File: src/rtl/qos_flow_fsm_if.sv
// qos_flow_fsm_if: groups the FIFO-bank control bus of qos_flow_fsm.
// Ports: master drives init, requested thresholds and per-FIFO status flags;
//        slave (the controller) returns thresholds, state, flags, pause, error record.
interface qos_flow_fsm_if #(
  parameter int LEN = 4,
  parameter int NF  = 4
);
  // requests and FIFO status into the controller
  logic           init;
  logic [LEN-1:0] umbral_bajo_in;
  logic [LEN-1:0] umbral_alto_in;
  logic [NF-1:0]  fifo_empty;
  logic [NF-1:0]  fifo_almost_full;
  logic [NF-1:0]  fifo_almost_empty;
  logic [NF-1:0]  fifo_error;
  // controller results
  logic [LEN-1:0] umbral_bajo_out;
  logic [LEN-1:0] umbral_alto_out;
  logic [2:0]     state;
  logic           idle_out;
  logic           active_out;
  logic           error_out;
  logic           cfg_bad;
  logic [NF-1:0]  pause_out;
  logic [NF-1:0]  error_fifo;
  logic           wd_timeout;

  modport master (
    output init, umbral_bajo_in, umbral_alto_in, fifo_empty,
           fifo_almost_full, fifo_almost_empty, fifo_error,
    input  umbral_bajo_out, umbral_alto_out, state, idle_out, active_out,
           error_out, cfg_bad, pause_out, error_fifo, wd_timeout
  );

  modport slave (
    input  init, umbral_bajo_in, umbral_alto_in, fifo_empty,
           fifo_almost_full, fifo_almost_empty, fifo_error,
    output umbral_bajo_out, umbral_alto_out, state, idle_out, active_out,
           error_out, cfg_bad, pause_out, error_fifo, wd_timeout
  );
endinterface

File: src/rtl/qos_flow_fsm.sv
// qos_flow_fsm: QoS FIFO-bank controller; loads low/high thresholds, tracks INIT/IDLE/ACTIVE/ERROR,
//   drives per-FIFO pause with almost-full/almost-empty hysteresis. Latency: 1 cycle input-to-state,
//   Moore outputs (cfg_bad is combinational). Backpressure: pause_out asserted to writers, never stalls itself.
// Ports: clk, reset_L (async active-low), bus (qos_flow_fsm_if.slave: init, thresholds in/out,
//   fifo_* flags, state, idle/active/error flags, cfg_bad, pause_out, error_fifo, wd_timeout).
// Optional watchdog: define QOS_FSM_WDOG_EN to build the paused-too-long counter (WD_CYCLES).
module qos_flow_fsm #(
  parameter int LEN       = 4,
  parameter int NF        = 4,
  parameter int LOW_DEF   = 1,
  parameter int HIGH_DEF  = 3,
  parameter int WD_CYCLES = 16
) (
  input  logic           clk,
  input  logic           reset_L,
  qos_flow_fsm_if.slave  bus
);

  typedef enum logic [2:0] {
    S_RESET  = 3'd0,
    S_INIT   = 3'd1,
    S_IDLE   = 3'd2,
    S_ACTIVE = 3'd3,
    S_ERROR  = 3'd4
  } state_t;

  if (WD_CYCLES < 1 || LOW_DEF >= HIGH_DEF) begin : g_bad_param
    $error("qos_flow_fsm: WD_CYCLES must be >= 1 and LOW_DEF < HIGH_DEF");
  end

  state_t         st, st_nxt;
  logic [LEN-1:0] lo_r, hi_r;
  logic [NF-1:0]  pause_r, pause_nxt;
  logic [NF-1:0]  efifo_r, efifo_nxt;
  logic           cfg_ok;
  logic           err_hit;
  logic           wd_fire;

  assign cfg_ok  = bus.umbral_bajo_in < bus.umbral_alto_in;
  assign err_hit = (|bus.fifo_error) | wd_fire;

  always_comb begin
    st_nxt    = st;
    pause_nxt = pause_r;
    efifo_nxt = efifo_r;

    case (st)
      S_RESET:  st_nxt = S_INIT;
      S_INIT:   if (!bus.init && cfg_ok) st_nxt = S_IDLE;
      S_IDLE: begin
        if (err_hit)                 st_nxt = S_ERROR;
        else if (bus.init)           st_nxt = S_INIT;
        else if (bus.fifo_empty != '1) st_nxt = S_ACTIVE;
      end
      S_ACTIVE: begin
        if (err_hit)                 st_nxt = S_ERROR;
        else if (bus.init)           st_nxt = S_INIT;
        else if (bus.fifo_empty == '1) st_nxt = S_IDLE;
      end
      S_ERROR:  if (bus.init) st_nxt = S_INIT;
      default:  st_nxt = S_ERROR;
    endcase

    // pause is registered against the state being entered so it lines up with state.
    // Hysteresis: almost-full sets, almost-empty clears, set wins when both are high.
    case (st_nxt)
      S_IDLE:   pause_nxt = '0;
      S_ACTIVE: pause_nxt = (pause_r | bus.fifo_almost_full)
                            & ~(bus.fifo_almost_empty & ~bus.fifo_almost_full);
      default:  pause_nxt = '1;
    endcase

    // Error record: snapshot on entry to ERROR, accumulate while there, wipe on INIT.
    if (st_nxt == S_INIT)
      efifo_nxt = '0;
    else if (st_nxt == S_ERROR)
      efifo_nxt = (st == S_ERROR) ? (efifo_r | bus.fifo_error) : bus.fifo_error;
  end

  always_ff @(posedge clk or negedge reset_L) begin
    if (!reset_L) begin
      st      <= S_RESET;
      lo_r    <= LEN'(LOW_DEF);
      hi_r    <= LEN'(HIGH_DEF);
      pause_r <= '1;
      efifo_r <= '0;
    end else begin
      st      <= st_nxt;
      pause_r <= pause_nxt;
      efifo_r <= efifo_nxt;
      if (st == S_INIT && cfg_ok) begin
        lo_r <= bus.umbral_bajo_in;
        hi_r <= bus.umbral_alto_in;
      end
    end
  end

`ifdef QOS_FSM_WDOG_EN
  localparam int WDW = $clog2(WD_CYCLES + 1);

  logic [WDW-1:0] wd_cnt, wd_cnt_nxt;
  logic           wd_to_r;

  // Counts ACTIVE cycles spent with any pause asserted; fires on the edge that
  // completes the WD_CYCLES-th such cycle, so that edge already moves to ERROR.
  always_comb begin
    wd_cnt_nxt = '0;
    if (st == S_ACTIVE && (|pause_r) && wd_cnt != WDW'(WD_CYCLES))
      wd_cnt_nxt = wd_cnt + 1'b1;
  end

  assign wd_fire = (st == S_ACTIVE) && (wd_cnt_nxt == WDW'(WD_CYCLES));

  always_ff @(posedge clk or negedge reset_L) begin
    if (!reset_L) begin
      wd_cnt  <= '0;
      wd_to_r <= 1'b0;
    end else begin
      wd_cnt <= wd_cnt_nxt;
      if (st_nxt == S_INIT) wd_to_r <= 1'b0;
      else if (wd_fire)     wd_to_r <= 1'b1;
    end
  end

  assign bus.wd_timeout = wd_to_r;
`else
  assign wd_fire        = 1'b0;
  assign bus.wd_timeout = 1'b0;
`endif

  assign bus.umbral_bajo_out = lo_r;
  assign bus.umbral_alto_out = hi_r;
  assign bus.state           = st;
  assign bus.idle_out        = (st == S_IDLE);
  assign bus.active_out      = (st == S_ACTIVE);
  assign bus.error_out       = (st == S_ERROR);
  assign bus.cfg_bad         = (st == S_INIT) && !cfg_ok;
  assign bus.pause_out       = pause_r;
  assign bus.error_fifo      = efifo_r;

endmodule
File: src/flat_wrapper.sv
// flat-port wrapper written by rule: the top's interface ports become plain ports
module qos_flow_fsm_flat 
#(
  parameter int LEN       = 4,
  parameter int NF        = 4,
  parameter int LOW_DEF   = 1,
  parameter int HIGH_DEF  = 3,
  parameter int WD_CYCLES = 16
)
  (clk, reset_L, bus_init, bus_umbral_bajo_in, bus_umbral_alto_in, bus_fifo_empty, bus_fifo_almost_full, bus_fifo_almost_empty, bus_fifo_error, bus_umbral_bajo_out, bus_umbral_alto_out, bus_state, bus_idle_out, bus_active_out, bus_error_out, bus_cfg_bad, bus_pause_out, bus_error_fifo, bus_wd_timeout);
  qos_flow_fsm_if #(.LEN(LEN), .NF(NF)) bus_i ();
  input  logic clk;
  input  logic reset_L;
  input wire logic [$bits(bus_i.init)-1:0] bus_init;
  input wire logic [$bits(bus_i.umbral_bajo_in)-1:0] bus_umbral_bajo_in;
  input wire logic [$bits(bus_i.umbral_alto_in)-1:0] bus_umbral_alto_in;
  input wire logic [$bits(bus_i.fifo_empty)-1:0] bus_fifo_empty;
  input wire logic [$bits(bus_i.fifo_almost_full)-1:0] bus_fifo_almost_full;
  input wire logic [$bits(bus_i.fifo_almost_empty)-1:0] bus_fifo_almost_empty;
  input wire logic [$bits(bus_i.fifo_error)-1:0] bus_fifo_error;
  output wire logic [$bits(bus_i.umbral_bajo_out)-1:0] bus_umbral_bajo_out;
  output wire logic [$bits(bus_i.umbral_alto_out)-1:0] bus_umbral_alto_out;
  output wire logic [$bits(bus_i.state)-1:0] bus_state;
  output wire logic [$bits(bus_i.idle_out)-1:0] bus_idle_out;
  output wire logic [$bits(bus_i.active_out)-1:0] bus_active_out;
  output wire logic [$bits(bus_i.error_out)-1:0] bus_error_out;
  output wire logic [$bits(bus_i.cfg_bad)-1:0] bus_cfg_bad;
  output wire logic [$bits(bus_i.pause_out)-1:0] bus_pause_out;
  output wire logic [$bits(bus_i.error_fifo)-1:0] bus_error_fifo;
  output wire logic [$bits(bus_i.wd_timeout)-1:0] bus_wd_timeout;
  assign bus_i.init = bus_init;
  assign bus_i.umbral_bajo_in = bus_umbral_bajo_in;
  assign bus_i.umbral_alto_in = bus_umbral_alto_in;
  assign bus_i.fifo_empty = bus_fifo_empty;
  assign bus_i.fifo_almost_full = bus_fifo_almost_full;
  assign bus_i.fifo_almost_empty = bus_fifo_almost_empty;
  assign bus_i.fifo_error = bus_fifo_error;
  assign bus_umbral_bajo_out = bus_i.umbral_bajo_out;
  assign bus_umbral_alto_out = bus_i.umbral_alto_out;
  assign bus_state = bus_i.state;
  assign bus_idle_out = bus_i.idle_out;
  assign bus_active_out = bus_i.active_out;
  assign bus_error_out = bus_i.error_out;
  assign bus_cfg_bad = bus_i.cfg_bad;
  assign bus_pause_out = bus_i.pause_out;
  assign bus_error_fifo = bus_i.error_fifo;
  assign bus_wd_timeout = bus_i.wd_timeout;
  qos_flow_fsm #(.LEN(LEN), .NF(NF), .LOW_DEF(LOW_DEF), .HIGH_DEF(HIGH_DEF), .WD_CYCLES(WD_CYCLES)) u_core (.clk(clk), .reset_L(reset_L), .bus(bus_i));
endmodule
File: config.mk
export PLATFORM = sky130hd
export DESIGN_NAME = qos_flow_fsm_flat
export DESIGN_NICKNAME = d
export VERILOG_FILES = /design/src/rtl/qos_flow_fsm_if.sv /design/src/rtl/qos_flow_fsm.sv /design/src/flat_wrapper.sv
export SDC_FILE = /design/constraint.sdc
export NUM_CORES = 1
export LEC_CHECK = 0
export CORE_MARGIN = 4
export CORE_UTILIZATION = 50
export CTS_BUF_LIST = sky130_fd_sc_hd__clkbuf_2 sky130_fd_sc_hd__clkbuf_4 sky130_fd_sc_hd__clkbuf_8
export CTS_CLUSTER_DIAMETER = 60
export DETAILED_ROUTE_END_ITERATION = 7
export DONT_BUFFER_PORTS = 1
export PLACE_DENSITY = 0.74
export SLEW_MARGIN = 25
export SYNTH_ARGS = -nofsm -noshare
export SYNTH_HDL_FRONTEND = slang
export SYNTH_SLANG_ARGS = --single-unit
File: constraint.sdc
create_clock -name clk -period 3.85 [get_ports clk]
set_clock_uncertainty 0.2 [all_clocks]
set_input_delay 0.9625 -clock clk [delete_from_list [all_inputs] [get_ports clk]]
set_output_delay 0.9625 -clock clk [all_outputs]
set_load 0.02 [all_outputs]
Yosys cells after proc, flatten, opt, wreduce, memory -nomap -nowiden
Index checks and enable logic that the tools add are counted.

Equality and inequality tests: 10. $lt $le $gt $ge: 1. Reduce and logical (&&, ||, !) cells: 8. Mux-type cells: 13. Bitwise gates (word level): 6.

Operators by type and width (number): 3-bit two-way mux (8); 3-bit one-hot mux with 5 select lines (1); 3-bit by 2-bit == test with 1-bit output (second input constant) (4); 4-bit two-way mux (3); 4-bit AND (2); 4-bit NOT (2); 4-bit bitwise OR (2); 4-bit one-hot mux with 2 select lines (1); 3-bit by 1-bit == test with 1-bit output (second input constant) (2); 3-bit == test (second input constant) (2); 4-bit == test (second input constant) (1); 4-bit < comparator (1); 4-bit inequality test (second input constant) (1); 4-bit OR reduction (1); 1-bit logical AND (3); 3-bit logical NOT (1); 1-bit logical NOT (2); 2-bit nonzero test (1).

Register bits after elaboration: 19. Word-level logic and storage cells: 43. Output and inout port bits: 24. Input bits: 27.

Logic depth before layout (Yosys ltp)
Gate-level depths: netlist of run 1.

Depth in word-level cells: 8. Mapped depth: 8. Depth with buffers taken out: 7.

Least setup slack after synthesis of run 1
No wires, ideal clock.

Path type: input port to output port. Start point: in bus_umbral_alto_in[2]. End point: out bus_cfg_bad. Buffers on the path: 0. Arrival time: 1.913 ns. Stages: 6. Data required time: 2.688 ns. Path slack: 0.775 ns. Cells stage by stage: inv_1 -> ha_1 -> a21o_1 -> a21oi_4 -> a21o_1 -> inv_1.

Cells in the longest elaborated chain, start to end: 3.

RTL lines: start, declared (RTL line flat_wrapper.sv:16) `input wire logic [$bits(bus_i.umbral_alto_in)-1:0] bus_umbral_alto_in;`; 4-bit < comparator (RTL line qos_flow_fsm.sv:39) `assign cfg_ok = bus.umbral_bajo_in < bus.umbral_alto_in;`; 1-bit logical NOT (RTL line qos_flow_fsm.sv:137) `assign bus.cfg_bad = (st == S_INIT) && !cfg_ok;`; 1-bit logical AND (RTL line qos_flow_fsm.sv:137); end, declared (RTL line flat_wrapper.sv:27) `output wire logic [$bits(bus_i.cfg_bad)-1:0] bus_cfg_bad;`.

No other way between the ends.

Worst setup path after layout of run 1
Same ends and word-level chain as after synthesis.

==> results of run 1 <==
## cells by family (layout without fill, tap and decap cells)
kind of cell	after synthesis	in the layout	share of synthesized area
compound gates	27	27	0.2174
flops	19	19	0.4949
simple gates	19	19	0.1113
buf+inv	13	15	0.06138
mux	5	5	0.07289
fa+ha+maj	3	3	0.03837
other cells	1	1	0.003833
## worst paths after layout
check	to	slack, ns	cells after the start
max	bus_cfg_bad	0.72	6
min	u_core.bus.umbral_alto_out[2]	0.15	0
max reg2reg	u_core.bus.umbral_bajo_out[1]	1.78	4
min reg2reg	u_core.bus.umbral_alto_out[1]	0.33	2
max in group asynchronous	u_core.bus.pause_out[1]	3.13	0
min in group clk	u_core.bus.umbral_alto_out[1]	0.33	2
## where the power goes
part           switching [uW]  internal [uW]  total [uW]
clock                    57.6           47.3         105
sequential                166            296         463
combinational             133            120         254
total                     358            464         821
## cells in the final DEF, fill, tap and decap left out, types with 2 or more instances in the layout
master and n:
inv_1 11, o21ai_0 2, a22o_1 4, a21oi_1 8, a21o_1 2, mux2_4 4
clkbuf_4 4, dfrtp_1 12, nor2_1 4, ha_1 3, dfstp_2 7, o21ai_1 6
nand2_1 5
## per-layer routing
layer / vias to the layer above / wire length, um / share of wire / track usage
li1: 302 / - / - / -
met1: 310 / 655 / 0.34 / 0.1664
met3: 3 / 234 / 0.12 / 0.06268
met2: 38 / 1004 / 0.53 / 0.2720
met5: - / 0 / 0 / 0
met4: 0 / 4 / 0.0021 / 0.06383
## cell type report
| class | count | area share |
|---|---|---|
| clock buffer | 4 | 0.02941 |
| inverter | 11 | 0.04044 |
| multi-input combinational | 55 | 0.4252 |
| sequential | 19 | 0.4743 |
| tap | 25 | 0.03064 |
## state kept, by name, summed over array words and instances, names as in the netlist
name / count
u_core.bus.error_fifo: 4
u_core.bus.pause_out: 4
u_core.bus.state: 3
u_core.bus.umbral_alto_out: 4
u_core.bus.umbral_bajo_out: 4
## through the flow
stage	power, uW	hold WS (ns)	util
final	821.2	0.1531	0.5726
after global routing	879.2	0.1248	0.5726
after detailed placement	724.2	0.3178	0.5558
after floorplan	679.4	0.2960	-
after global placement	712.5	0.3080	0.5558
after CTS	831.1	0.1398	0.5726
==> key figures, run 1 <==
Outcome
  • Status: finished clean

Synth
  • Post-synthesis cell type count: 31
  • Asr flop ratio synth: 1.000
  • Synth area leader: dfrtp_1
  • #FFs+latches synth: 19
  • Ys Warns: 0
  • Synth Instances: 87
  • Synth Flop Type: dfrtp_1
  • Post-synth top cells: dfrtp_1 (12), inv_1 (11), a21oi_1 (8)
  • Net Count, Synth: 117
  • Synth top area share: 0.3069
  • Mapped Avg Cell Area: 11.25 um^2
  • Most numerous cell in the Yosys netlist: dfrtp_1
  • Mapped cell area: 978.4 um^2
  • Number of flops mapped to enable cells by yosys: 0
  • Synth area leaders: dfrtp_1 (31%), dfstp_2 (19%), mux2_4 (6.1%)
  • Seq/Total Area, Yosys: 0.4949

Critical path
  • CP peak stage delay: 0.30 ns
  • CP Max Fanout: 3
  • Crit path DAT: 1.97 ns
  • CP bufs+invs: 2
  • FF-to-FF Start: u_core.bus.state[2]
  • Crit-path leading delay family: compound AO/OA/AOI/OAI gates
  • CP required: 2.69 ns
  • Slowest-stage cell, CP: ha_1
  • Crit. Startpoint: bus_umbral_alto_in[2]
  • Crit path kind: input port to primary output
  • CP Capture Type: primary output
  • CP cell instances: inv_1, ha_1, a21o_1, a21oi_4, a21o_1, inv_1
  • Startpoint Class: input port

Power and ir drop
  • VDD IR max: 0.4570 mV
  • Power per standard cell area: 804.3 mW/mm^2
  • Leakage power: 0.0004876 uW

Clocking
  • Max Root-Sink Buffers: 2
  • Clk pin slew, worst setup/hold paths: 0.10 ns
  • CTS root buf: clkbuf_4
  • Post-CTS Setup Bufs: 0
  • H-Tree Depth: 1
  • Post-CTS Resized: 0
  • Hold_buf cts: 0
  • Clk sinks: 19
  • CTS tree: built
  • Skew-Pair Late Insertion Delay: 0.29 ns
  • CTS Buf Count: 3

Global routing
  • First-pass GRT wire length: 3.098 mm
  • Global-route usage over all layers: 0.1561
  • Largest net degree at the start of global routing: 20
  • Initial antenna violation count: 0
  • Via count of the first global-routing pass: 676
  • GRT Residual Overflow: 0

Job
  • Max-cap viol count: 0

STA
  • Final setup violation count: 0
  • Post-Route Setup TNS: 0 ns
  • Final Max Slew Viols: 0
  • Setup ws final: 0.7186 ns
  • Fmax: 319.3 MHz
  • RSZ-0062 raised after global routing: no
  • Crit share post-route: 0.8134
  • Final hold vios: 0
  • Min cycle time layout: 3.131 ns

Routing
  • Via density: 5.728
  • Total Wirelength: 1.899 mm
  • Antenna Nets Post-Route: 0
  • First-pass iteration count of the detailed router: 4
  • DRC: 0
  • Vias: 653
  • Drt wl/cell: 16.66 um
  • Initial DRC count: 8

Finish
  • Register area: 484.2 um^2
  • Final net count: 120
  • Final Instance Area: 0.001021 mm^2
  • # diodes: 0
  • Layout area overhead: 4.348%
  • Fillers: 167
  • Share of cells above drive strength 1: 0.2697
  • Area of the multi-input gates: 434.2 um^2
  • Final std cells w/o fill: 114

Placement
  • Worst slack at placement: 0.7055 ns
  • Port Buf Inserts: 0
  • Cell count after placement: 110
  • Dpl hpwl: 1.550 mm
  • Final Wtd Congestion: 0.7741
  • Post-DP Area: 991.0 um^2

Floorplan
  • Core area: 0.001783 mm^2
  • Ports: 51
  • Die X: 52.24 um
  • Starting Density: 0.5488
  • Row cnt: 15
  • Die area: 0.002729 mm^2
  • Die extent in y: 52.24 um

Min path
  • Hold WC Path Type: input port to asynchronous set/reset pin
No activity file was read; power rests on OpenSTA's default activity.
==> run 2, diff against run 1 <==
--- a/config.mk
+++ b/config.mk
@@ -5,6 +5,7 @@
 export SDC_FILE = /design/constraint.sdc
 export NUM_CORES = 1
 export LEC_CHECK = 0
+export ABC_AREA = 1
 export CORE_MARGIN = 4
 export CORE_UTILIZATION = 50
 export CTS_BUF_LIST = sky130_fd_sc_hd__clkbuf_2 sky130_fd_sc_hd__clkbuf_4 sky130_fd_sc_hd__clkbuf_8
==> constraint.sdc (replaced) <==
create_clock -name clk -period 3.3 [get_ports clk]
set_clock_uncertainty 0.2 [all_clocks]
set_input_delay 0.825 -clock clk [delete_from_list [all_inputs] [get_ports clk]]
set_output_delay 0.825 -clock clk [all_outputs]
set_load 0.02 [all_outputs]
==> run 2 against run 1 <==
Against the previous run:
- combinational power grew 22%
- total power grew 18%
- area after synthesis grew 6.5%
==> key figures, run 2 <==
Outcome
  • Status: finished clean

Synth
  • Seq/Total Area, Yosys: 0.4646
  • Synth Instances: 131
  • Synth top area share: 0.2881
  • #FFs+latches synth: 19
  • Most numerous cell in the Yosys netlist: nand2_1
  • Synth Flop Type: dfrtp_1
  • Mapped Avg Cell Area: 7.956 um^2
  • Asr flop ratio synth: 1.000
  • Synth area leaders: dfrtp_1 (29%), dfstp_2 (18%), nand2_1 (16%)
  • Mapped cell area: 0.001042 mm^2
  • Post-synth top cells: nand2_1 (44), inv_1 (25), dfrtp_1 (12)
  • Post-synthesis cell type count: 22
  • Ys Warns: 0
  • Net Count, Synth: 161
  • Synth area leader: dfrtp_1
  • Number of flops mapped to enable cells by yosys: 0

Floorplan
  • Ports: 51
  • Core area: 0.001962 mm^2
  • Die area: 0.002879 mm^2
  • Row cnt: 16
  • Die extent in y: 53.66 um
  • Die X: 53.66 um
  • Starting Density: 0.5313

Job
  • Max-cap viol count: 0

Finish
  • Layout area overhead: 5.282%
  • Final net count: 165
  • Fillers: 203
  • Share of cells above drive strength 1: 0.1567
  • Commonest non-fill, non-tap cells in the layout: nand2_1 (44), inv_1 (25), dfrtp_1 (12)
  • Most common cell after layout, fill and taps aside: nand2_1
  • # diodes: 0

Global routing
  • GR peak layer: met2
  • GR Util met3: 0.04155
  • Global-route usage over all layers: 0.1520
  • First-pass GRT wire length: 3.153 mm
  • Largest net degree at the start of global routing: 20
  • Via count of the first global-routing pass: 758
  • Initial antenna violation count: 0
  • Met2 usage: 0.2694
  • GRT Residual Overflow: 0
  • Met1 track demand over resource: 0.1754

Power and ir drop
  • Final Power: 969.9 uW
  • VDD IR max: 0.4756 mV
  • Power per standard cell area: 883.9 mW/mm^2
  • Leakage power: 0.0006201 uW

Routing
  • Total Wirelength: 2.064 mm
  • First-pass iteration count of the detailed router: 4
  • DRC: 0
  • Antenna Nets Post-Route: 0
  • Vias: 785
  • Initial DRC count: 18
  • Drt wl/cell: 12.82 um
  • Via density: 4.876

STA
  • Fmax: 359.0 MHz
  • RSZ-0062 raised after global routing: no
  • Final hold vios: 0
  • Post-Route Setup TNS: 0 ns
  • Setup ws final: 0.5146 ns
  • Min cycle time layout: 2.785 ns
  • Crit share post-route: 0.8441
  • Final Max Slew Viols: 0
  • Final setup violation count: 0

Clocking
  • Clk pin slew, worst setup/hold paths: 0.10 ns
  • Skew-Pair Late Insertion Delay: 0.28 ns
  • CTS tree: built
  • Post-CTS Setup Bufs: 0
  • H-Tree Depth: 1
  • CTS root buf: clkbuf_4
  • Clk sinks: 19
  • CTS Buf Count: 3
  • Max Root-Sink Buffers: 2

Critical path
  • Crit path DAT: 1.76 ns
  • CP Capture Type: primary output
  • Reg2reg path depth: 5
  • CP required: 2.27 ns
  • CP Max Fanout: 2
  • Crit path kind: input port to primary output
  • Startpoint Class: input port

Min path
  • Hold WC Path Type: input port to asynchronous set/reset pin

Placement
  • Port Buf Inserts: 0
  • Dpl hpwl: 1.653 mm
  • Final Wtd Congestion: 0.6604
  • Worst slack at placement: 0.5114 ns
## run 2: changes by cell type in the layout (fill, tap and decap cells not counted), sizes merged, moves of 2 or more
cell and change:
o21bai +4, a21oi -7, nand2 +39, a21o -2, nand3 +6, mux2 -5
a22o -4, nor2 +6, inv +14
## run 2: worst max-delay path, cell delays in order
cell	delay, ns
inv_1	0.04
ha_1	0.31
a21oi_1	0.28
nand2_1	0.09
nand2_1	0.10
inv_1	0.12
## run 2: layout make-up
class	instances	area, um^2	area share
timing repair buffer	1	10.01	0.009122
sequential	19	484.2	0.4413
inverter	25	93.84	0.08552
multi-input combinational	85	445.4	0.4059
clock buffer	4	30.03	0.02737
tap	27	33.78	0.03079
## run 2: cells by family after synthesis
| group | count (synthesis) | share of synthesized area |
|---|---|---|
| fa+ha+maj | 3 | 0.03602 |
| simple gates | 66 | 0.2809 |
| flops | 19 | 0.4646 |
| other cells | 1 | 0.003598 |
| buf+inv | 27 | 0.1080 |
| compound gates | 15 | 0.1068 |
## run 2: routing by layer
metal  up-vias  wire length, um
li1        402                -
met1       347              802
met2        34             1059
met3         2              188
met4         0               13
met5         -                0
## run 2: worst paths after layout
path,start,endpoint,slack [ns]
max in group asynchronous,reset_L,u_core.bus.error_fifo[0],1.99
setup reg to reg,u_core.bus.state[2],u_core.bus.error_fifo[3],1.55
hold reg to reg,u_core.bus.umbral_alto_out[0],u_core.bus.umbral_alto_out[0],0.33
setup / recovery,bus_umbral_alto_in[3],bus_cfg_bad,0.51
hold / removal,reset_L,u_core.bus.state[1],0.02
min in group clk,u_core.bus.umbral_alto_out[0],u_core.bus.umbral_alto_out[0],0.33
## run 2: timing repair
action,in CTS,in global routing
hold buffers,0,1
gates resized for setup,0,0
hold endpoints to repair,0,7
## run 2: per-stage QoR
step	hold slack [ns]	cells	area, um^2	utilization
floorplan	0.2987	131	1042	-
global placement	0.3118	156	1057	0.5389
detailed placement	0.3205	156	1057	0.5389
CTS	0.008149	160	1087	0.5542
global route	0.003021	161	1097	0.5593
finish	0.02125	161	1097	0.5593
## run 2: power breakdown
group	internal (uW)	switching, uW
sequential	344	196
combinational	99.9	210
clock	55.1	65.1
==> run 3, diff against run 2 <==
--- a/config.mk
+++ b/config.mk
@@ -12,7 +12,7 @@
 export CTS_CLUSTER_DIAMETER = 60
 export DETAILED_ROUTE_END_ITERATION = 7
 export DONT_BUFFER_PORTS = 1
-export PLACE_DENSITY = 0.74
+export PLACE_DENSITY = 0.77
 export SLEW_MARGIN = 25
 export SYNTH_ARGS = -nofsm -noshare
 export SYNTH_HDL_FRONTEND = slang
==> constraint.sdc (replaced) <==
create_clock -name clk -period 2.4 [get_ports clk]
set_clock_uncertainty 0.2 [all_clocks]
set_input_delay 0.6 -clock clk [delete_from_list [all_inputs] [get_ports clk]]
set_output_delay 0.6 -clock clk [all_outputs]
set_load 0.02 [all_outputs]
==> run 3 against run 2 <==
Against the previous run:
- non-clock buffer count unchanged
- sequential power up 37%
- routed wire length up 2.5%
- clock-buffer cell count unchanged
- flip-flop and latch count unchanged
- critical endpoint unchanged
- hold slack better by 0.18 ns
- via count up 2.0%
- final cell count unchanged
- critical path depth up 2
- worst setup slack worse by 0.41 ns
==> key figures, run 3 (synthesized netlist as in run 2, its figures left out) <==
Critical path
  • Worst R2R Setup Slack: 0.65 ns
  • CP Max Fanout: 2
  • Crit path DAT: 1.50 ns
  • FF-to-FF End: u_core.bus.error_fifo[0]
  • CP cell instances: inv_1, ha_1, nand2_1, inv_1, nand2_1, nand2_1, nand2_1, inv_1
  • FF-to-FF Start: u_core.bus.state[2]
  • CP Capture Type: primary output
  • Startpoint Class: input port
  • Crit path kind: input port to primary output
  • Most frequent CP cell: nand2_1
  • CP required: 1.60 ns
  • Crit. Startpoint: bus_umbral_alto_in[3]
  • Slowest-stage cell, CP: ha_1
  • CP peak stage delay: 0.31 ns
  • Reg2reg path depth: 5

Min path
  • Min-delay src: bus_umbral_alto_in[0]
  • Hold endpoint: u_core.bus.umbral_alto_out[0]
  • Hold Crit Depth: 2
  • Hold WC Path Type: input port to register

Routing
  • Vias: 801
  • Initial DRC count: 11
  • DRC: 0
  • Antenna Nets Post-Route: 0
  • Via density: 4.975
  • Total Wirelength: 2.116 mm
  • Drt wl/cell: 13.14 um
  • First-pass iteration count of the detailed router: 4

STA
  • Min cycle time layout: 2.300 ns
  • Crit share post-route: 0.9583
  • Setup ws final: 0.1001 ns
  • Post-Route Setup TNS: 0 ns
  • Final Max Slew Viols: 0
  • Fmax: 434.8 MHz
  • Final hold vios: 0
  • Slew HR: 0.4492
  • RSZ-0062 raised after global routing: no
  • Final setup violation count: 0
  • Worst-Margin Slew: 0.8234 ns

Clocking
  • H-Tree Depth: 1
  • Post-CTS Setup Bufs: 0
  • Max Root-Sink Buffers: 2
  • Clk sinks: 19
  • CTS tree: built
  • Skew-Pair Late Insertion Delay: 0.29 ns
  • CTS Buf Count: 3
  • CTS root buf: clkbuf_4
  • Clk pin slew, worst setup/hold paths: 0.10 ns

Floorplan
  • Die area: 0.002879 mm^2
  • Core area: 0.001962 mm^2
  • Die extent in y: 53.66 um
  • Die X: 53.66 um
  • Starting Density: 0.5313
  • Row cnt: 16
  • Ports: 51

Power and ir drop
  • Pint: 688.3 uW
  • Power per standard cell area: 1222 mW/mm^2
  • VDD IR max: 0.6226 mV
  • Final Power: 1348 uW
  • Logic pwr share: 0.324
  • Sequential power share: 0.551
  • Sw Ratio: 0.4892
  • Part of the power in the clock network: 0.125
  • Leakage power: 0.0006195 uW
  • P_sw: 659.2 uW

Global routing
  • GRT Residual Overflow: 0
  • Largest net degree at the start of global routing: 20
  • Initial antenna violation count: 0
  • Global-route usage over all layers: 0.1652
  • First-pass GRT wire length: 3.436 mm
  • Via count of the first global-routing pass: 796

Finish
  • Most common cell after layout, fill and taps aside: nand2_1
  • Final net count: 165
  • Commonest non-fill, non-tap cells in the layout: nand2_1 (44), inv_1 (25), dfrtp_1 (11)
  • # diodes: 0
  • Share of cells above drive strength 1: 0.1716
  • Final std cells w/o fill: 161
  • Fillers: 187
  • Layout area overhead: 5.763%

Placement
  • Worst slack at placement: 0.06922 ns
  • Port Buf Inserts: 0
  • Dpl hpwl: 1.679 mm
  • Final Wtd Congestion: 0.6912
  • Cell count after placement: 156

Job
  • Max-cap viol count: 0

Outcome
  • Status: finished clean
run 3: cell count changes in the layout (fill, tap and decap cells not counted):
| cell | before | now |
|---|---|---|
| a21oi_1 | 2 | 1 |
| a21oi_2 | 0 | 1 |
| dfrtp_1 | 12 | 11 |
| dfrtp_2 | 0 | 1 |
run 3: metal layers:
metal	track usage	up-vias	part of all wire
met5	0	-	0
met3	0.04432	2	0.086
met4	0.06383	0	0.0080
met1	0.2011	363	0.41
li1	-	404	-
met2	0.2776	32	0.49
run 3: metrics by stage:
step | util | hold slack [ns] | area, um^2
6_report | 0.5619 | 0.1993 | 1102
5_1_grt | 0.5619 | 0.2199 | 1102
4_1_cts | 0.5593 | 0.1922 | 1097
3_5_place_dp | 0.5389 | 0.1049 | 1057
3_3_place_gp | 0.5389 | 0.1050 | 1057
2_1_floorplan | - | 0.1044 | 1042
run 3: how the worst max path moves through the flow:
stage	slack, ns	cells past startpoint	to
2_1_floorplan	0.15	6	bus_cfg_bad
3_3_place_gp	0.09	6	bus_cfg_bad
3_5_place_dp	0.07	6	bus_cfg_bad
4_1_cts	0.06	6	bus_cfg_bad
5_1_grt	0.008	4	bus_idle_out
6_report	0.10	8	bus_cfg_bad
run 3: critical path: cells and delay by family:
family / cells / cell delay, ns
AND/OR/NAND/NOR: 4 / 0.31
adder cells (fa/ha/maj): 1 / 0.31
buffers and inverters: 3 / 0.26
run 3: power groups by stage:
| stage | registers [uW] | logic, uW | clock network (uW) |
|---|---|---|---|
| floorplan | 716 | 373 | 0 |
| global placement | 746 | 410 | 0 |
| detailed placement | 747 | 431 | 0 |
| CTS | 744 | 438 | 173 |
| global route | 768 | 521 | 182 |
| finish | 742 | 436 | 169 |
run 3: repair_timing:
item	4_1_cts	5_1_grt
setup endpoints to repair	0	1
hold endpoints to repair	19	0
hold buffers	1	0
resized for setup	0	2
run 3: final cells by class:
type | count | area, um^2 | share of cell area
Clock buffer | 4 | 30.03 | 0.02724
Inverter | 25 | 93.84 | 0.08513
Multi-Input combinational cell | 85 | 449.2 | 0.4075
Sequential cell | 19 | 485.5 | 0.4404
Tap cell | 27 | 33.78 | 0.03065
Timing Repair Buffer | 1 | 10.01 | 0.009081
